**src/rtl/usb_ep_in_arbiter.sv**
```systemverilog
// Grants the shared USB IN packet path to one IN endpoint per transaction, with a hold watchdog.
// Optional build macro USB_EP_IN_ARB_ROUNDROBIN_EN selects round-robin instead of fixed lowest-index priority.
module usb_ep_in_arbiter #(
    parameter int N_EP_IN        = 1,
    parameter int TIMEOUT_CYCLES = 1023,
    localparam int IDX_W         = (N_EP_IN > 1) ? $clog2(N_EP_IN) : 1
) (
    input  logic               i_clk,
    input  logic               i_rst,
    input  logic [N_EP_IN-1:0] i_inEp_req,
    output logic [N_EP_IN-1:0] o_inEp_grant,
    output logic               o_inEp_granted,
    output logic [IDX_W-1:0]   o_inEp_idx,
    input  logic               i_txn_done,
    output logic               o_timeout
);

    localparam int CNT_W = (TIMEOUT_CYCLES > 0) ? $clog2(TIMEOUT_CYCLES + 1) : 1;
    localparam logic [CNT_W-1:0] CNT_MAX  = {CNT_W{1'b1}};
    localparam logic [CNT_W-1:0] CNT_LAST = CNT_W'((TIMEOUT_CYCLES > 0) ? (TIMEOUT_CYCLES - 1) : 0);
    localparam logic             WDOG_EN  = (TIMEOUT_CYCLES != 0);

    typedef enum logic [0:0] {
        ST_IDLE    = 1'b0,
        ST_GRANTED = 1'b1
    } state_t;

    state_t             state_q, state_d;
    logic [N_EP_IN-1:0] grant_q, grant_d;
    logic               granted_q, granted_d;
    logic [IDX_W-1:0]   idx_q, idx_d;
    logic               timeout_q, timeout_d;
    logic [CNT_W-1:0]   cnt_q, cnt_d;

    logic [IDX_W-1:0]   pick_idx_s;
    logic               owner_req_s;
    logic               expiry_s;
    logic [CNT_W-1:0]   cnt_inc_s;

    function automatic logic [IDX_W-1:0] lowest_set(input logic [N_EP_IN-1:0] vec);
        logic [IDX_W-1:0] res;
        res = {IDX_W{1'b0}};
        for (int i = N_EP_IN - 1; i >= 0; i--) begin
            if (vec[i]) begin
                res = IDX_W'(i);
            end
        end
        return res;
    endfunction

    function automatic logic [N_EP_IN-1:0] to_onehot(input logic [IDX_W-1:0] idx);
        logic [N_EP_IN-1:0] res;
        res = {N_EP_IN{1'b0}};
        for (int i = 0; i < N_EP_IN; i++) begin
            res[i] = (IDX_W'(i) == idx);
        end
        return res;
    endfunction

`ifdef USB_EP_IN_ARB_ROUNDROBIN_EN
    logic [IDX_W-1:0]   last_q, last_d;
    logic [N_EP_IN-1:0] above_mask_s;
    logic [N_EP_IN-1:0] req_above_s;

    // Winner: first requester above the last winner, else wrap to the lowest requester.
    always_comb begin
        above_mask_s = {N_EP_IN{1'b0}};
        for (int i = 0; i < N_EP_IN; i++) begin
            above_mask_s[i] = (i > int'(last_q));
        end
        req_above_s = i_inEp_req & above_mask_s;
        if (req_above_s != {N_EP_IN{1'b0}}) begin
            pick_idx_s = lowest_set(req_above_s);
        end else begin
            pick_idx_s = lowest_set(i_inEp_req);
        end
    end

    // Last-winner pointer; resets to the top index so the first scan starts at 0.
    always_ff @(posedge i_clk or posedge i_rst) begin
        if (i_rst) begin
            last_q <= IDX_W'(N_EP_IN - 1);
        end else begin
            last_q <= last_d;
        end
    end
`else
    // Winner: fixed priority, lowest index first.
    always_comb begin
        pick_idx_s = lowest_set(i_inEp_req);
    end
`endif

    assign owner_req_s = |(i_inEp_req & grant_q);
    assign expiry_s    = WDOG_EN && (cnt_q == CNT_LAST);
    assign cnt_inc_s   = (cnt_q == CNT_MAX) ? cnt_q : (cnt_q + {{(CNT_W-1){1'b0}}, 1'b1});

    // Next-state and next-output logic; done outranks req-drop, which outranks watchdog expiry.
    always_comb begin
        state_d   = state_q;
        grant_d   = grant_q;
        granted_d = granted_q;
        idx_d     = idx_q;
        timeout_d = 1'b0;
        cnt_d     = cnt_q;
`ifdef USB_EP_IN_ARB_ROUNDROBIN_EN
        last_d    = last_q;
`endif
        case (state_q)
            ST_IDLE: begin
                if (i_inEp_req != {N_EP_IN{1'b0}}) begin
                    state_d   = ST_GRANTED;
                    grant_d   = to_onehot(pick_idx_s);
                    granted_d = 1'b1;
                    idx_d     = pick_idx_s;
                    cnt_d     = {CNT_W{1'b0}};
`ifdef USB_EP_IN_ARB_ROUNDROBIN_EN
                    last_d    = pick_idx_s;
`endif
                end else begin
                    grant_d   = {N_EP_IN{1'b0}};
                    granted_d = 1'b0;
                    idx_d     = {IDX_W{1'b0}};
                    cnt_d     = {CNT_W{1'b0}};
                end
            end
            ST_GRANTED: begin
                if (i_txn_done || !owner_req_s) begin
                    state_d   = ST_IDLE;
                    grant_d   = {N_EP_IN{1'b0}};
                    granted_d = 1'b0;
                    idx_d     = {IDX_W{1'b0}};
                    cnt_d     = {CNT_W{1'b0}};
                end else if (expiry_s) begin
                    state_d   = ST_IDLE;
                    grant_d   = {N_EP_IN{1'b0}};
                    granted_d = 1'b0;
                    idx_d     = {IDX_W{1'b0}};
                    cnt_d     = {CNT_W{1'b0}};
                    timeout_d = 1'b1;
                end else begin
                    cnt_d     = cnt_inc_s;
                end
            end
            default: begin
                state_d   = ST_IDLE;
                grant_d   = {N_EP_IN{1'b0}};
                granted_d = 1'b0;
                idx_d     = {IDX_W{1'b0}};
                cnt_d     = {CNT_W{1'b0}};
            end
        endcase
    end

    // State, output and watchdog registers.
    always_ff @(posedge i_clk or posedge i_rst) begin
        if (i_rst) begin
            state_q   <= ST_IDLE;
            grant_q   <= {N_EP_IN{1'b0}};
            granted_q <= 1'b0;
            idx_q     <= {IDX_W{1'b0}};
            timeout_q <= 1'b0;
            cnt_q     <= {CNT_W{1'b0}};
        end else begin
            state_q   <= state_d;
            grant_q   <= grant_d;
            granted_q <= granted_d;
            idx_q     <= idx_d;
            timeout_q <= timeout_d;
            cnt_q     <= cnt_d;
        end
    end

    assign o_inEp_grant   = grant_q;
    assign o_inEp_granted = granted_q;
    assign o_inEp_idx     = idx_q;
    assign o_timeout      = timeout_q;

endmodule

```
**config.mk**
```make
export PLATFORM = sky130hd
export DESIGN_NAME = usb_ep_in_arbiter
export DESIGN_NICKNAME = d
export VERILOG_FILES = /design/src/rtl/usb_ep_in_arbiter.sv
export SDC_FILE = /design/constraint.sdc
export NUM_CORES = 1
export LEC_CHECK = 0
export BUFFER_PORTS_ARGS = -buffer_cell sky130_fd_sc_hd__buf_4
export CAP_MARGIN = 20
export CORE_AREA = 2 2 39 41
export CTS_BUF_LIST = sky130_fd_sc_hd__clkbuf_8
export DETAILED_ROUTE_END_ITERATION = 10
export DIE_AREA = 0 0 41 43
export GPL_TIMING_DRIVEN = 0
export PLACE_DENSITY = 0.77
export SLEW_MARGIN = 20
export SYNTH_ARGS = -nofsm -noshare
export SYNTH_HDL_FRONTEND = slang
export SYNTH_SLANG_ARGS = --single-unit
```
**constraint.sdc**
```tcl
create_clock -name i_clk -period 5.1 [get_ports i_clk]
set_clock_uncertainty 0.15 [all_clocks]
set_input_delay 0.255 -clock i_clk [delete_from_list [all_inputs] [get_ports i_clk]]
set_output_delay 0.255 -clock i_clk [all_outputs]
set_load 0.02 [all_outputs]
```
==> metrics.cfg <==
[sta]
relSlewSlack_pct = 66.40
tightest_slew_ps = 503.4
fmax_mhz = 533.1
fin_setup_tns_ps = 0
finalCritPeriodShare_pct = 36.78
setup_viol = 0
hold_viol = 0
rsz0062_at_grt = no
period_minus_slack_ps = 1876
report.final.slew_viol_count = 0

[setup_path]
critPathMaxStageDelay_ps = 440
cp_max_fo = 8
cp_slowest_cell = dfrtp_1
rrSetupSlack_ps = 3220
critPathCaptureType = flop
start_kind = flop
crit_chain = ha_1, nand3_1, or3_4, a211oi_2
rr_endpoint = cnt_q[1]
cp.arrival_ps = 1890
timing.rr.start = cnt_q[0]
critical_path_class = reg2reg
rr_worst_depth = 4
cp.required_ps = 5120

[final_layout]
finish.instance_area_sq_um = 877.1
drive_above_1_share_pct = 24.10
fillerInstances = 120
final_cells = 99
layout_common_cells = 13 x dfrtp_1, 9 x buf_4, 7 x inv_1
antenna_cells = 0
fin_nets = 90
synthToLayoutAreaGrowth_pct = 15.87
mostFrequentLayoutCell = dfrtp_1

[place]
port_buffers = 6
globalplace.congestion = 0.7840
dp_hpwl_um = 1033
numPlacedInstances = 94
placed_area_sq_um = 822.0

[die]
ios = 8
die_w_um = 41
fp-row-count = 14
core_area_sq_um = 1384
initial_core_util_pct = 54.70
die_area_sq_um = 1763
die_height_um = 43

[grt]
overflow = 0
grtUsageTotal_pct = 22.83
grt_max_degree = 14
grt_pass1_wl_um = 2628
antenna_found_initial = 0
grt_pass1_vias = 595

[routing]
viasPerCell = 6.273
drtPass1Iterations = 4
post-route-drc-count = 0
vias = 621
ant_nets = 0
drt_wl_total_um = 1517
drt_iter0_drc = 7
avgRoutedWirePerCell_um = 15.32

[power_and_ir_drop]
power.density_nw_per_um2 = 241.5
ir_drop_mv = 0.2193
p_leak_nw = 0.3406

[synthesis]
netlist_instances = 72
yosysUniqueCellTypes = 31
netlist_area_sq_um = 757.0
syn_area_per_cell_sq_um = 10.51
syn-num-nets = 78
synth_seq_area_share_pct = 42.98
ys_warn_count = 0
synth_seq_cells = 13

[clocking]
numCtsBuffers = 3
clkTransAtPathRegs_ps = 50
insertion_delay_ps = 250
cts_root_buffer = clkbuf_8
cts.path.max_buffers = 2
postCtsResizedCells = 0
post-cts-setup-buffers = 0
cts_tree = built
htree_levels = 1
clock_sinks = 13

[worst_hold_path]
whs_path_depth = 3
hold_start = i_inEp_req
worstHoldPathType = in2reg
min_to = o_inEp_granted

[run]
maxCapViolCount = 0

[outcome]
status = finished clean

==> area by class of cell <==
| class | count | area, sq um | share of cell area (%) |
|---|---|---|---|
| Buffer | 3 | 22.52 | 2.568 |
| Clock buffer | 3 | 41.29 | 4.708 |
| Clock inverter | 1 | 3.754 | 0.4280 |
| Inverter | 6 | 22.52 | 2.568 |
| Multi-Input combinational cell | 50 | 386.6 | 44.08 |
| Sequential cell | 13 | 325.3 | 37.09 |
| Tap cell | 16 | 20.02 | 2.282 |
| Timing Repair Buffer | 7 | 55.05 | 6.277 |
==> cell usage after synthesis <==
library cell / n / area, sq um
nor3_1: 5 / 25.02
a211oi_1: 3 / 22.52
or3_4: 1 / 11.26
nor3b_1: 1 / 7.510
nor4_1: 4 / 25.02
nand3_4: 2 / 35.03
o31a_1: 1 / 8.760
a21oi_1: 2 / 10.01
a211oi_2: 2 / 25.02
and4_1: 2 / 17.52
conb_1: 1 / 3.750
dfrtp_1: 13 / 325.3
and2_1: 2 / 12.51
buf_4: 3 / 22.52
a31oi_1: 3 / 18.77
o31a_2: 1 / 10.01
nand4_1: 3 / 18.77
nand3_1: 2 / 10.01
nand2_1: 1 / 3.750
ha_1: 2 / 25.02
o31ai_4: 1 / 21.27
inv_1: 6 / 22.52
or3_1: 1 / 6.260
a41oi_1: 1 / 8.760
and3_1: 1 / 6.260
o21a_1: 1 / 7.510
nor2_1: 1 / 3.750
and4b_1: 1 / 10.01
o31ai_1: 1 / 7.510
o21ai_0: 3 / 15.01
and4_2: 1 / 10.01
==> per-stage QoR <==
stage	hold WS [ps]	util, %	total power, mW	setup WS [ps]
after CTS	180.7	63.38	0.2145	3220
after detailed placement	166.7	59.40	0.1213	3247
after global routing	204.2	63.38	0.2206	3077
after global placement	161.8	59.40	0.1208	3249
after floorplan	-18.04	-	0.1157	3453
final	168.8	63.38	0.2118	3224
==> logic make-up after synthesis <==
logic type                 after synthesis  share of synthesized area, %
adders and majority gates                2                         3.305
DFF                                     13                         42.97
buffers and inverters                    9                         5.950
other                                    1                        0.4954
AOI/OAI and AO/OA                       19                         20.50
and+or+nand+nor                         28                         26.78
==> state kept, by name, summed over array words and instances, names as in the netlist <==
name / cells
cnt_q: 10
o_inEp_granted: 1
o_timeout: 1
state_q: 1
==> routing by layer <==
layer / GRT usage [%] / routed length [um]
met5: 0 / 0
met4: 16.00 / 54
met3: 4.712 / 45
met2: 31.87 / 691
met1: 30.07 / 726
==> worst max path at each step <==
stage	start	cells after the start	slack, ps	end
5_1_grt	cnt_q[0]	4	3080	cnt_q[1]
3_5_place_dp	cnt_q[0]	4	3250	cnt_q[1]
6_report	cnt_q[0]	4	3220	cnt_q[1]
3_3_place_gp	cnt_q[0]	4	3250	cnt_q[1]
2_1_floorplan	cnt_q[0]	4	3450	cnt_q[1]
4_1_cts	cnt_q[0]	4	3220	cnt_q[1]
==> power by group <==
group	internal, mW	total [mW]	switching, mW
clock	0.0533	0.0919	0.0386
combinational	0.00636	0.0137	0.00736
sequential	0.105	0.106	0.00134
total	0.165	0.212	0.0473
==> critical path: cells and delay by family, from the launching register on <==
kind,cells,cell delay [ps]
AO/OA/AOI/OAI,1,210
AND/OR/NAND/NOR,2,660
adder cells (fa/ha/maj),1,330
flip-flops,1,440
==> repair_timing <==
item | CTS | global route
hold endpoints to repair | 13 | 0
hold buffers | 1 | 0
setup endpoints to repair | 0 | 0
No activity file was read; power rests on OpenSTA's default activity.
